### config.mk
export PLATFORM = sky130hd
export DESIGN_NAME = mem_access_unit
export DESIGN_NICKNAME = d
export VERILOG_FILES = /design/src/rtl/mem_access_unit_pkg.sv /design/src/rtl/mem_access_unit_load_extend.sv /design/src/rtl/mem_access_unit.sv
export SDC_FILE = /design/constraint.sdc
export NUM_CORES = 1
export LEC_CHECK = 0
export ABC_AREA = 1
export CAP_MARGIN = 20
export CORE_MARGIN = 2
export CORE_UTILIZATION = 48
export CTS_BUF_LIST = sky130_fd_sc_hd__clkbuf_4
export CTS_CLUSTER_DIAMETER = 60
export DETAILED_ROUTE_END_ITERATION = 8
export HOLD_SLACK_MARGIN = 0.15
export PLACE_DENSITY_LB_ADDON = 0.05
export SYNTH_ARGS = -nofsm -noshare
export SYNTH_HDL_FRONTEND = slang
export SYNTH_HIERARCHICAL = 1
export SYNTH_SLANG_ARGS = --single-unit
export TNS_END_PERCENT = 20
### constraint.sdc
create_clock -name clk -period 2.22 [get_ports clk]
set_input_delay 0.333 -clock clk [delete_from_list [all_inputs] [get_ports clk]]
set_output_delay 0.333 -clock clk [all_outputs]
set_load 0.05 [all_outputs]
### src/rtl/mem_access_unit_pkg.sv
// Shared types and helpers for the memory-stage load/store unit.
// Holds the access-size and FSM state encodings plus the byte-enable mask helper.
package mem_pkg;

    typedef enum logic [1:0] {
        SZ_B = 2'd0,
        SZ_H = 2'd1,
        SZ_W = 2'd2,
        SZ_D = 2'd3
    } accSizeE;

    typedef enum logic [1:0] {
        IDLE = 2'd0,
        BUSY = 2'd1,
        DONE = 2'd2
    } stateE;

    // Byte-enable mask for a size at a lane offset; callers truncate to their lane count.
    function automatic logic [7:0] beMask(input accSizeE size, input logic [2:0] offset);
        logic [7:0] m;
        case (size)
            SZ_B:    m = 8'h01;
            SZ_H:    m = 8'h03;
            SZ_W:    m = 8'h0F;
            default: m = 8'hFF;
        endcase
        return m << offset;
    endfunction

    // Offset bits that must be zero for an aligned access of this size.
    function automatic logic [2:0] alignMask(input accSizeE size);
        case (size)
            SZ_B:    return 3'd0;
            SZ_H:    return 3'd1;
            SZ_W:    return 3'd3;
            default: return 3'd7;
        endcase
    endfunction

endpackage

### src/rtl/mem_access_unit_load_extend.sv
// load_extend: moves the addressed lane down to bit 0 and sign/zero-extends it.
module load_extend
    import mem_pkg::*;
#(
    parameter int XLEN  = 32,
    parameter int OFF_W = $clog2(XLEN / 8)
) (
    input  logic [XLEN-1:0]  rdata,
    input  logic [OFF_W-1:0] offset,
    input  accSizeE          size,
    input  logic             isUnsigned,
    output logic [XLEN-1:0]  data
);

    logic [XLEN-1:0] shifted;
    logic [XLEN-1:0] mask;
    logic            signBit;

    assign shifted = rdata >> {offset, 3'b000};

    always_comb begin
        mask    = '1;
        signBit = shifted[XLEN-1];
        case (size)
            SZ_B: begin
                mask    = XLEN'(8'hFF);
                signBit = shifted[7];
            end
            SZ_H: begin
                mask    = XLEN'(16'hFFFF);
                signBit = shifted[15];
            end
            SZ_W: begin
                mask    = XLEN'(32'hFFFF_FFFF);
                signBit = shifted[31];
            end
            default: ;
        endcase
        // A full-width mask leaves nothing above the sign bit, so full-width loads pass through.
        if (isUnsigned || !signBit) begin
            data = shifted & mask;
        end else begin
            data = shifted | ~mask;
        end
    end

endmodule

### src/rtl/mem_access_unit.sv
// Handshaked memory-stage load/store unit: IDLE -> BUSY -> DONE with registered outputs.
// Define MEM_TIMEOUT_EN to abort BUSY after TIMEOUT_CYCLES cycles and flag bus_error.
module mem_access_unit
    import mem_pkg::*;
#(
    parameter int XLEN           = 32,
    parameter int ADDR_W         = 32,
    parameter int TIMEOUT_CYCLES = 255
) (
    input  logic                clk,
    input  logic                reset,
    input  logic                req_valid,
    input  logic                req_store,
    input  logic [1:0]          req_size,
    input  logic                req_unsigned,
    input  logic [ADDR_W-1:0]   req_addr,
    input  logic [XLEN-1:0]     req_wdata,
    output logic                stallM,
    output logic                resp_valid,
    output logic [XLEN-1:0]     resp_rdata,
    output logic                misaligned,
    output logic                bus_error,
    output logic                mem_req,
    output logic                mem_we,
    output logic [ADDR_W-1:0]   mem_addr,
    output logic [XLEN/8-1:0]   mem_be,
    output logic [XLEN-1:0]     mem_wdata,
    input  logic                mem_ready,
    input  logic [XLEN-1:0]     mem_rdata
);

    localparam int BE_W  = XLEN / 8;
    localparam int OFF_W = $clog2(BE_W);

    stateE             stateReg, stateNext;
    logic              accept, reject, done, timeout;
    accSizeE           reqSize;
    logic [OFF_W-1:0]  reqOff;
    logic              legal;
    logic [XLEN-1:0]   wdataRep;
    logic [XLEN-1:0]   loadData;

    logic              memReqReg, memWeReg, respValidReg, misalignedReg;
    logic [ADDR_W-1:0] memAddrReg;
    logic [BE_W-1:0]   memBeReg;
    logic [XLEN-1:0]   memWdataReg, respRdataReg;
    logic [OFF_W-1:0]  offReg;
    accSizeE           sizeReg;
    logic              unsignedReg;

    assign reqSize = accSizeE'(req_size);
    assign reqOff  = req_addr[OFF_W-1:0];
    assign legal   = ((reqSize != SZ_D) || (XLEN == 64))
                   && ((3'(reqOff) & alignMask(reqSize)) == 3'd0);

    always_comb begin
        case (reqSize)
            SZ_B:    wdataRep = {BE_W{req_wdata[7:0]}};
            SZ_H:    wdataRep = {(BE_W / 2){req_wdata[15:0]}};
            SZ_W:    wdataRep = {(BE_W / 4){req_wdata[31:0]}};
            default: wdataRep = req_wdata;
        endcase
    end

    load_extend #(.XLEN(XLEN), .OFF_W(OFF_W)) u_load_extend (
        .rdata      (mem_rdata),
        .offset     (offReg),
        .size       (sizeReg),
        .isUnsigned (unsignedReg),
        .data       (loadData)
    );

    always_ff @(posedge clk) begin
        if (reset) begin
            stateReg <= IDLE;
        end else begin
            stateReg <= stateNext;
        end
    end

    always_comb begin
        stateNext = stateReg;
        accept    = 1'b0;
        reject    = 1'b0;
        done      = 1'b0;
        case (stateReg)
            IDLE: begin
                if (req_valid) begin
                    if (legal) begin
                        accept    = 1'b1;
                        stateNext = BUSY;
                    end else begin
                        reject    = 1'b1;
                    end
                end
            end
            BUSY: begin
                if (mem_ready || timeout) begin
                    done      = 1'b1;
                    stateNext = DONE;
                end
            end
            DONE:    stateNext = IDLE;
            default: stateNext = IDLE;
        endcase
    end

    // The accept cycle must stall before the state register has moved to BUSY.
    assign stallM = accept || (stateReg == BUSY);

`ifdef MEM_TIMEOUT_EN
    localparam int CNT_W = ($clog2(TIMEOUT_CYCLES + 1) > 8) ? $clog2(TIMEOUT_CYCLES + 1) : 8;

    logic [CNT_W-1:0] cntReg;
    logic             busErrorReg;

    assign timeout   = (stateReg == BUSY) && !mem_ready
                     && (cntReg == CNT_W'(TIMEOUT_CYCLES - 1));
    assign bus_error = busErrorReg;

    always_ff @(posedge clk) begin
        if (reset) begin
            cntReg      <= '0;
            busErrorReg <= 1'b0;
        end else begin
            busErrorReg <= timeout;
            if (accept) begin
                cntReg <= '0;
            end else if (stateReg == BUSY) begin
                cntReg <= cntReg + 1'b1;
            end
        end
    end
`else
    assign timeout   = 1'b0;
    assign bus_error = 1'b0;
`endif

    always_ff @(posedge clk) begin
        if (reset) begin
            memReqReg     <= 1'b0;
            memWeReg      <= 1'b0;
            memAddrReg    <= '0;
            memBeReg      <= '0;
            memWdataReg   <= '0;
            respValidReg  <= 1'b0;
            respRdataReg  <= '0;
            misalignedReg <= 1'b0;
            offReg        <= '0;
            sizeReg       <= SZ_B;
            unsignedReg   <= 1'b0;
        end else begin
            misalignedReg <= reject;
            respValidReg  <= done;
            if (accept) begin
                memReqReg   <= 1'b1;
                memWeReg    <= req_store;
                memAddrReg  <= {req_addr[ADDR_W-1:OFF_W], {OFF_W{1'b0}}};
                memBeReg    <= BE_W'(beMask(reqSize, 3'(reqOff)));
                memWdataReg <= wdataRep;
                offReg      <= reqOff;
                sizeReg     <= reqSize;
                unsignedReg <= req_unsigned;
            end
            if (done) begin
                memReqReg    <= 1'b0;
                respRdataReg <= (memWeReg || timeout) ? '0 : loadData;
            end
        end
    end

    assign mem_req    = memReqReg;
    assign mem_we     = memWeReg;
    assign mem_addr   = memAddrReg;
    assign mem_be     = memBeReg;
    assign mem_wdata  = memWdataReg;
    assign resp_valid = respValidReg;
    assign resp_rdata = respRdataReg;
    assign misaligned = misalignedReg;

endmodule

---- Word-level counts from Yosys, hierarchy flattened ----
Cells that the tools add are included.
word-level totals
  bits in registers ....................... 109
  input port bits ......................... 104
  output and inout bits ................... 106
  word-level logic and storage cells ...... 58
cells by class
  eq/ne operators ......................... 8
  shifts and indexed selects .............. 2
  mux-type cells .......................... 19
  bitwise gates (word level) .............. 6
  reduce and logical (&&, ||, !) cells .... 11
operators with widths
  kind                                                  number
  one-hot mux 32 bit (2 select lines)                   2
  two-way mux 32 bit                                    2
  AND 32 bit                                            1
  inverter 32 bit                                       1
  OR 32 bit                                             1
  right shift 32 x 5 -> 32 bit                          1
  one-hot mux 8 bit (3 select lines)                    1
  two-way mux 8 bit                                     2
  one-hot mux 3 bit (3 select lines)                    1
  inequality test 2 bit (second input constant)         4
  left shift 8 x 2 -> 4 bit                             1
  equality test 2 x 1 -> 1 bit (second input constant)  3
  zero test 2 bit                                       3
  two-way mux 1 bit                                     6
  two-way mux 2 bit                                     3
  one-hot mux 2 bit (2 select lines)                    1
  AND 2 x 3 -> 3 bit                                    1
  zero test 3 bit                                       1
  AND reduction 3 bit                                   1
  OR reduction 3 bit                                    1
  equality test 2 bit (second input constant)           1
  logical OR 1 bit                                      2
  inverter 1 bit                                        2
  one-hot mux 1 bit (2 select lines)                    1
  3 further kinds                                       3

---- Longest topological paths before layout ----
Gate-level depths: netlist of run 1.
  word-level depth ........................ 11
  gate-level depth with buffers ........... 10

---- By module ----
Netlist of run 1, hierarchy kept.
by module, submodules not included
  module           times used  cells an instance  area each (um2)
  mem_access_unit  1           577                4225.3
  load_extend      1           162                749.5

---- Least setup slack after synthesis of run 1 ----
OpenSTA, ideal clock, no wires.
  kind .................................... reg2out
  start ................................... reg stateReg[0]
  end ..................................... out stallM
  data arrival time ....................... 1246 ps
  path slack .............................. 641 ps
  cell stages (with the launch flop) ...... 7
  buffers on the path ..................... 1
  path through ............................ dfxtp_1 inv_2 nand3_2 inv_1 nand3_1 clkbuf_1 nand2_1
on the way
  cells in the longest elaborated chain, start to end .. 3
  elaborated cells between the ends (all ways) .. 4
ends and longest elaborated chain
  what                    line                    text
  from (decl)             mem_access_unit.sv:35   stateE stateReg, stateNext;
  from (signal assigned)  mem_access_unit.sv:77   stateReg <= stateNext;
  zero test 2 bit         mem_access_unit.sv:86   case (stateReg)
  two-way mux 1 bit       mem_access_unit.sv:86
  logical OR 1 bit *      mem_access_unit.sv:109  assign stallM = accept || (stateReg == BUSY);
  to (decl)               mem_access_unit.sv:18   output logic stallM,
Every way passes the cells marked *; elsewhere a longest branch is shown, timed or not.

---- Worst setup path in the final report of run 1 ----
  start ................................... reg memWdataReg[28], in the netlist mem_wdata[28]
  end ..................................... out mem_wdata[28]
RTL lines
  what                    line                    text
  from (decl)             mem_access_unit.sv:46   logic [XLEN-1:0] memWdataReg, respRdataReg;
  from (signal assigned)  mem_access_unit.sv:160  memWdataReg <= wdataRep;
  to (decl)               mem_access_unit.sv:27   output logic [XLEN-1:0] mem_wdata,
No word-level cell between the ends.

==> results.json, run 1 <==
{
  "cellPowerDensity_nw_per_um2": 593.6,
  "seq_area_frac_synth_pct": 43.86,
  "final.period_utilization_pct": 90.48,
  "clkTransAtPathRegs_ns": 0.17,
  "fin_skew_ns": 0.01491,
  "crit_path_top_delay_cell": "clkdlybuf4s50_1",
  "cts_hold_buf": 0,
  "cp-end-kind": "primary output",
  "fmax_ghz": 0.4978,
  "r2r_setup_slack_ns": 0.42,
  "vias": 5466,
  "synthTopCellsByArea": "dfxtp_1 44%, nand2_1 24%, a21oi_1 8.1%, nand3_1 5.7%, o21ai_0 4.8%",
  "gp_congestion": 0.9427,
  "critPathTopFamily": "buffers and inverters",
  "cap_violations": 0,
  "yosysWarnings": 6,
  "clk_latency_ns": 0.45,
  "tightest_slew_ns": 0.7689,
  "synth_edf_count": 0,
  "hold_violations": 0,
  "rsz0062_at_grt": "false",
  "status": "completed",
  "drive_gt1_share_pct": 4.442,
  "grt_pass1_wl_um": 24730,
  "cpPeakStageDelay_ns": 0.86,
  "grt_pass1_vias": 5314,
  "routed_via_density": 5.161,
  "cp_max_fo": 2,
  "crit_buf_inv": 1,
  "period_minus_slack_ns": 2.009,
  "worstHoldPathType": "input port to flip-flop",
  "async_reset_ff_share_pct": 0,
  "tns_ns": 0,
  "cts_setup_buffers": 0,
  "cts.repair.resized": 0,
  "grt_use_total_pct": 27.01,
  "synth_area_sq_um": 4975,
  "hpwl_um": 10690,
  "synth_area_per_cell_sq_um": 6.732,
  "io_buffers": 206,
  "num_rows": 37,
  "die_area_sq_um": 11190,
  "nets": 1022,
  "drt-wirelength-per-cell_um": 14.14,
  "chipHeight_um": 105.8,
  "clockBufferDepth": 2,
  "gr-total-overflow": 0,
  "die_w_um": 105.8,
  "synth_common_cells": "319 x nand2_1, 109 x dfxtp_1, 81 x a21oi_1, 57 x nand3_1, 48 x o21ai_0",
  "finalWirelength_um": 14970,
  "drtAntennaViolNets": 0,
  "synth_flop_cell": "dfxtp_1",
  "root_buffer": "clkbuf_4",
  "maxSlewViolCount": 0,
  "antenna_found_initial": 0,
  "drt-pass1-iter-count": 5,
  "power_leakage_nw": 2.901,
  "slew_headroom_pct": 48.74,
  "start_util_pct": 48.85,
  "drc": 0,
  "crit_type": "flip-flop to primary output",
  "final-setup-viol-count": 0,
  "insertedDiodeCount": 0,
  "worstPathCellList": "clkdlybuf4s50_1",
  "drt_iter0_markers": 347,
  "crit_required_ns": 1.89,
  "cts_tree": "yes",
  "cts_buffers": 9,
  "ir_drop_mv": 0.3338,
  "yosysUniqueCellTypes": 24,
  "yosysTopAreaCell": "dfxtp_1",
  "cp.arrival_ns": 1.68,
  "synth_top_area_share_pct": 43.86,
  "syn_inst": 739,
  "ys_ff_latch": 109,
  "hold_ws_ns": 0.3539,
  "grt_max_degree": 75,
  "p_total_mw": 4.275,
  "num_io_pins": 210,
  "cts_sinks": 109,
  "synth.most_common_cell": "nand2_1",
  "core_area_sq_um": 10180,
  "start_kind": "flip-flop",
  "syn2layout_area_growth_pct": 44.77,
  "h-tree-depth": 3,
  "fin_util_pct": 70.71
}
==> worst paths after layout <==
check	end	depth (start not counted)	startpoint
setup / recovery	mem_wdata[28]	1	mem_wdata[28]
hold reg to reg	mem_req	2	mem_req
hold / removal	resp_rdata[27]	4	reset
setup reg to reg	resp_rdata[12]	9	offReg[0]
==> worst register-to-register path, delay by kind of cell (launching register included) <==
kind	cells	cell delay, ns
and+or+nand+nor	7	0.90
DFF	1	0.40
buffers and inverters	1	0.27
AOI/OAI and AO/OA	1	0.17
==> routing by layer <==
metal  track usage (%)  wire, um  part of all wire, %  up-vias
met5                 0         0                    0        -
met2             47.79      7629                   51      231
met4             11.84       450                  3.0        0
li1                  -         -                    -     2721
met1             31.64      5816                   39     2478
met3             5.195      1075                  7.2       36
==> report_power, final <==
group / total, mW / internal (mW) / leakage, nW / switching [mW]
combinational: 1.18 / 0.459 / 1.94 / 0.720
sequential: 2.09 / 2.04 / 0.886 / 0.0471
clock: 1.01 / 0.351 / 0.0771 / 0.656
total: 4.27 / 2.85 / 2.90 / 1.42
==> stage by stage <==
step | instance area [sq um] | worst slack, ns | std cells
detailed placement | 7059 | 0.1601 | 1043
CTS | 7202 | 0.1892 | 1059
global placement | 7059 | 0.2032 | 1043
finish | 7202 | 0.2113 | 1059
global route | 7202 | 0.1321 | 1059
floorplan | 4982 | 0.6408 | 741
==> area by class of cell <==
class	count	area (sq um)
fill	883	2983
multi-input combinational	547	2397
timing repair buffer	219	2190
sequential	109	2182
tap	136	170.2
inverter	32	120.1
clock inverter	7	75.07
clock buffer	9	67.56
==> cell usage in the layout (no fill, tap or decap), types with 3 or more instances in the layout <==
cell	synthesis	final
buf_12	0	3
inv_1	27	27
clkinv_1	1	3
nand3_1	57	56
nor2_1	14	14
clkdlybuf4s50_1	0	204
inv_2	4	4
conb_1	1	3
a22oi_1	7	7
o21ai_0	48	48
nand2_1	319	319
buf_4	18	11
a21oi_1	81	81
nand3_2	2	3
clkinv_4	0	3
clkbuf_4	0	9
o211ai_1	7	7
dfxtp_1	109	109
==> state kept, by name, summed over array words and instances (netlist names), 2 cells and up <==
name	count
mem_wdata	32
resp_rdata	32
mem_addr	30
mem_be	4
offReg	2
sizeReg	2
stateReg	2
==> logic make-up (layout without fill, tap and decap cells) <==
family / Yosys count / count (layout) / share of synthesized area [%]
flops: 109 / 109 / 43.86
simple gates: 399 / 399 / 32.57
other cells: 1 / 3 / 0.07538
buf+inv: 85 / 267 / 8.199
compound gates: 145 / 145 / 15.29
Note: power is estimated with default switching activity, not from simulation.
==> run 2, diff against run 1 <==
--- a/config.mk
+++ b/config.mk
@@ -18,4 +18,4 @@
 export SYNTH_HDL_FRONTEND = slang
 export SYNTH_HIERARCHICAL = 1
 export SYNTH_SLANG_ARGS = --single-unit
-export TNS_END_PERCENT = 20
+export TNS_END_PERCENT = 10
==> results of run 2 <==
No change in the layout: final DEF, timing and power equal those of run 1.
